<file path="config.mk">
export PLATFORM = sky130hd
export DESIGN_NAME = ro_sampler
export DESIGN_NICKNAME = d
export VERILOG_FILES = /design/src/rtl/ro_sampler.sv
export SDC_FILE = /design/constraint.sdc
export NUM_CORES = 1
export LEC_CHECK = 0
export ABC_AREA = 1
export BUFFER_PORTS_ARGS = -buffer_cell sky130_fd_sc_hd__buf_2
export CAP_MARGIN = 30
export CORE_ASPECT_RATIO = 1.1
export CORE_UTILIZATION = 30
export DETAILED_ROUTE_END_ITERATION = 12
export PLACE_DENSITY_LB_ADDON = 0.08
export SLEW_MARGIN = 40
export SYNTH_ARGS = -nofsm -noshare
export SYNTH_HDL_FRONTEND = slang
export SYNTH_SLANG_ARGS = --single-unit
</file>
<file path="constraint.sdc">
create_clock -name clk -period 4.1 [get_ports clk]
set_clock_uncertainty 0.15 [all_clocks]
set_input_delay 0.41 -clock clk [delete_from_list [all_inputs] [get_ports clk]]
set_output_delay 0.41 -clock clk [all_outputs]
set_load 0.01 [all_outputs]
</file>
<file path="src/rtl/ro_sampler.sv">
// ro_sampler: seeds a ring-oscillator loop, samples it, debiases with von Neumann and delivers packed words over syn/ack
module ro_sampler #(
  parameter int SEED_CYCLES = 16,
  parameter int SAMPLE_DIV  = 8,
  parameter int DATA_WIDTH  = 32
) (
  input  logic                  clk,
  input  logic                  reset_n,
  input  logic                  enable,
  input  logic                  ro_d,
  output logic                  ro_ctrl,
  output logic                  ro_seed,
  output logic [DATA_WIDTH-1:0] data,
  output logic                  syn,
  input  logic                  ack
);
  localparam logic [1:0] IDLE = 2'd0, SEED = 2'd1, RUN = 2'd2;
  localparam int CW = $clog2(DATA_WIDTH + 1);
  localparam logic [7:0] SEED_LOAD = 8'(SEED_CYCLES - 1);
  localparam logic [7:0] DIV_LAST = 8'(SAMPLE_DIV - 1);
  localparam logic [CW-1:0] CNT_LAST = CW'(DATA_WIDTH - 1);
  logic [1:0] state;
  logic [7:0] seed_cnt, div;
  logic [1:0] sync;
  logic ro_sync, pair_full, first, strobe, emit, word_done;
  logic [DATA_WIDTH-1:0] acc, acc_next;
  logic [CW-1:0] cnt;
  assign ro_sync = sync[1];
  assign ro_ctrl = state != RUN;
  assign strobe = state == RUN && enable && div == DIV_LAST;
  // a differing pair emits its first bit (10 -> 1, 01 -> 0)
  assign emit = strobe && pair_full && first != ro_sync;
  assign acc_next = {acc[DATA_WIDTH-2:0], first};
  assign word_done = emit && cnt == CNT_LAST;
  // two-flop synchroniser for the asynchronous oscillator output
  always_ff @(posedge clk or negedge reset_n)
    if (!reset_n) sync <= '0;
    else sync <= {sync[0], ro_d};
  // seed/run control and sample divider
  always_ff @(posedge clk or negedge reset_n)
    if (!reset_n) begin
      state <= IDLE;
      seed_cnt <= '0;
      div <= '0;
      ro_seed <= 1'b0;
    end else if (state == IDLE) begin
      if (enable) begin
        state <= SEED;
        ro_seed <= ~ro_seed;
        seed_cnt <= SEED_LOAD;
      end
    end else if (!enable) state <= IDLE;
    else if (state == SEED) begin
      if (seed_cnt == '0) begin
        state <= RUN;
        div <= '0;
      end else seed_cnt <= seed_cnt - 1'b1;
    end else if (state == RUN) div <= div == DIV_LAST ? '0 : div + 1'b1;
    else state <= IDLE;
  // pair tracking and bit accumulation; leaving a run discards partial work
  always_ff @(posedge clk or negedge reset_n)
    if (!reset_n) begin
      pair_full <= 1'b0;
      first <= 1'b0;
      acc <= '0;
      cnt <= '0;
    end else if (state != IDLE && !enable) begin
      pair_full <= 1'b0;
      acc <= '0;
      cnt <= '0;
    end else if (strobe) begin
      pair_full <= ~pair_full;
      if (!pair_full) first <= ro_sync;
      if (emit) begin
        acc <= acc_next;
        cnt <= word_done ? '0 : cnt + 1'b1;
      end
    end
  // word delivery: a word finishing while an unacked one is pending is dropped
  always_ff @(posedge clk or negedge reset_n)
    if (!reset_n) begin
      data <= '0;
      syn <= 1'b0;
    end else if (word_done && (!syn || ack)) begin
      data <= acc_next;
      syn <= 1'b1;
    end else if (ack) syn <= 1'b0;
endmodule

</file>
==> key figures <==
Place
  • Routability-driven placement congestion ratio: 0.779
  • Number of port buffers: 39
  • Sum of net half-perimeters after detailed placement: 5610 um

Pwr
  • PD cells: 466 nW/um^2
  • Total chip power: 0.00226 W
  • Internal power: 0.00153 W
  • Max IR drop VDD: 0.245 mV
  • Net switching power: 0.000736 W
  • Proportion of total power due to net switching: 32.5%
  • Reg power frac: 46.1%
  • Combinational Power Share: 19.9%
  • Leakage Power: 2.47 nW
  • Part of the power in the clock network: 34.0%

Critical path
  • Critical path endpoint category: flop
  • Internal reg-to-reg setup slack: 1450 ps
  • Critical path launch point type: flop
  • FF-to-FF End: acc[16]
  • Crit path max fanout: 69
  • Critical path type: reg2reg
  • Worst flop-to-flop path startpoint: div[0]
  • Logic depth of the worst register-to-register path: 9
  • Data required time of the worst path: 4160 ps
  • Arrival time of data at the critical path endpoint: 2700 ps

Timing
  • Final critical delay including setup and external delays: 2650 ps
  • FMAX: 378 MHz
  • RSZ-0062 raised after global routing: false
  • Worst Tran Pin Value: 690 ps
  • Fin. Hold Viols: 0
  • Final Max Tran Viols: 0
  • Post-route worst hold slack: 14.3 ps
  • Total Negative Setup Slacks: 0 ps
  • Setup violators final: 0
  • Fraction of the cycle the final worst path needs: 64.5%
  • Max-slew headroom at the worst pin: 53.9%

Logic synthesis
  • Synth top area share: 54.8%
  • Net count after synthesis: 499
  • Syn Inst Count: 487
  • Sequential cell area fraction in the yosys report: 54.8%
  • Warnings, synthesis: 0
  • Unique masters post-synth: 27
  • Cell types with the largest area share after synthesis: sky130_fd_sc_hd__dfrtp_1, sky130_fd_sc_hd__nand2_1, sky130_fd_sc_hd__nand3_1
  • Average footprint of a synthesized cell: 8.71 sq um
  • Cell type with the largest total area after synthesis: sky130_fd_sc_hd__dfrtp_1
  • Area of the mapped netlist: 4240 sq um
  • Most instantiated cells after synthesis: sky130_fd_sc_hd__nand2_1, sky130_fd_sc_hd__dfrtp_1, sky130_fd_sc_hd__nand3_1
  • Async set-reset flop share out of synthesis: 100%
  • Cell with the most instances after synthesis: sky130_fd_sc_hd__nand2_1
  • Main synth FF type: sky130_fd_sc_hd__dfrtp_1
  • Post-synthesis register bit count: 93
  • Number of enable flip-flop cells after synthesis: 0

Min path
  • Worst min-delay path category: in2reg
  • Count of cells along the worst hold path: 1
  • Origin of the worst min-delay path: ro_d
  • Hold path endpoint: sync[0]

Detailed routing
  • Average wire length per cell after detail routing: 12.7 um
  • DRT Pass-1 Iters: 4
  • Count of vias placed by the detailed router: 3,288
  • Total wire length after detailed routing: 8980 um
  • Iter 0 DRT Violations: 152
  • Residual DRC: 0
  • Number of antenna-violating nets in the routed design: 0
  • Average vias per placed instance: 4.64

CTS
  • Total CTS buffers: 9
  • Number of sinks driven by the clock tree: 93
  • Setup Fix Bufs, Post-CTS: 0
  • CTS tree: done
  • Clock root buffer master: sky130_fd_sc_hd__clkbuf_16
  • Post-CTS Hold Fix Bufs: 1
  • Resize count post-CTS: 0
  • Clock transition at path regs: 60 ps
  • Worst skew pair latency: 350 ps
  • H-tree Lvls: 3
  • Max Root-Sink Buffers: 2

Floorplan
  • Die outline area: 14,600 sq um
  • DIE HEIGHT: 127 um
  • Core Area: 13,800 sq um
  • Die width: 115 um
  • Number of top-level design ports: 40
  • Floorplan row count: 45
  • Initial standard-cell utilization of the core: 30.8%

Finish
  • Total number of nets in the final design: 528
  • Fraction of layout instances using a drive strength above 1: 13.4%
  • Layout area overhead: 14.4%
  • Antenna diodes: 0
  • FILL cells: 1,446

Global route
  • Number of global-route vias before repair: 3,261
  • Largest net degree at the start of global routing: 70
  • Combined global-route utilization of all metal layers: 14.1%
  • Number of antenna violations at the first check in global routing: 0
  • Remaining Overflow, GRT: 0
  • First-pass GRT wire length: 16,000 um

Outcome
  • Run status: finished clean

Job
  • Max Cap Violations: 0
==> per-stage QoR <==
stage          std cells  worst slack (ps)  util (%)  cell area (sq um)
3_5_place_dp         692              1450      33.2               4580
2_1_floorplan        487              2380         -               4240
5_1_grt              709              1190      35.2               4860
3_3_place_gp         692              1520      33.2               4580
6_report             709              1450      35.2               4860
4_1_cts              709              1440      35.2               4860
==> power by group through the flow <==
stage | Clock, W | Combinational, W | Sequential (W)
floorplan | 0 | 0.000340 | 0.00105
global placement | 0 | 0.000455 | 0.00106
detailed placement | 0 | 0.000458 | 0.00106
CTS | 0.000807 | 0.000460 | 0.00104
global route | 0.000836 | 0.000535 | 0.00105
finish | 0.000770 | 0.000451 | 0.00104
==> routing by layer <==
metal | global-route usage, % | wire length, um | vias up
met1 | 18.3 | 4500 | 1542
met4 | 6.65 | 185 | 0
met2 | 22.1 | 4030 | 43
met5 | 0 | 0 | -
met3 | 3.20 | 265 | 12
li1 | - | - | 1691
==> cells in the final DEF, fill, tap and decap left out, types with 2 or more instances in the layout <==
cell type / instances
sky130_fd_sc_hd__nand2_1: 135
sky130_fd_sc_hd__dfrtp_1: 93
sky130_fd_sc_hd__nand3_1: 56
sky130_fd_sc_hd__o21ai_0: 44
sky130_fd_sc_hd__nand4_1: 39
sky130_fd_sc_hd__buf_2: 38
sky130_fd_sc_hd__inv_1: 31
sky130_fd_sc_hd__nor2_1: 21
sky130_fd_sc_hd__o21ai_1: 9
sky130_fd_sc_hd__clkbuf_16: 9
sky130_fd_sc_hd__xor2_1: 7
sky130_fd_sc_hd__ha_1: 7
sky130_fd_sc_hd__buf_4: 5
sky130_fd_sc_hd__clkinv_2: 4
sky130_fd_sc_hd__or2_2: 3
sky130_fd_sc_hd__clkinvlp_4: 3
sky130_fd_sc_hd__nand3_2: 2
sky130_fd_sc_hd__a21oi_1: 2
sky130_fd_sc_hd__nor3_1: 2
==> kinds of logic (layout without fill, tap and decap cells) <==
| kind of cell | count (synthesis) | after routing | share of synthesized area, % |
|---|---|---|---|
| and+or+nand+nor | 264 | 264 | 28.6 |
| DFF | 93 | 93 | 54.8 |
| buffers and inverters | 59 | 93 | 6.16 |
| AOI/OAI and AO/OA | 56 | 56 | 6.66 |
| xor gates and xnor gates | 8 | 8 | 1.65 |
| adders and majority gates | 7 | 7 | 2.06 |
==> final cells by class <==
cell class / count / area (sq um) / share of cell area [%]
clock buffer: 9 / 225 / 4.64
clock inverter: 7 / 42.5 / 0.876
inverter: 32 / 120 / 2.47
multi-input combinational: 335 / 1660 / 34.1
sequential: 93 / 2330 / 47.9
tap: 188 / 235 / 4.84
timing repair buffer: 45 / 249 / 5.13
==> worst max path at each step <==
stage          cells past startpoint  startpoint  endpoint  slack (ps)
6_report                           9      div[0]   acc[16]        1450
5_1_grt                            9      div[0]    acc[6]        1190
4_1_cts                            9      div[0]   acc[16]        1440
3_5_place_dp                       9      div[0]   acc[16]        1450
3_3_place_gp                       9      div[0]    acc[8]        1520
2_1_floorplan                      9      div[0]   acc[30]        2380
==> critical path: stages (launching register included) <==
cell,delay [ps]
sky130_fd_sc_hd__dfrtp_1,410
sky130_fd_sc_hd__ha_1,230
sky130_fd_sc_hd__nand3_2,110
sky130_fd_sc_hd__nor2_4,160
sky130_fd_sc_hd__nand2_2,130
sky130_fd_sc_hd__nor2_8,110
sky130_fd_sc_hd__buf_4,530
sky130_fd_sc_hd__inv_2,420
sky130_fd_sc_hd__nand3_1,140
sky130_fd_sc_hd__o21ai_0,100
==> state kept, by name (all words and copies together), names as in the netlist <==
name,count
sync,2
first,1
acc,31
data,32
syn,1
div,8
seed_cnt,8
ro_seed,1
state,2
pair_full,1
cnt,6
(Power assumes the default switching activity.)
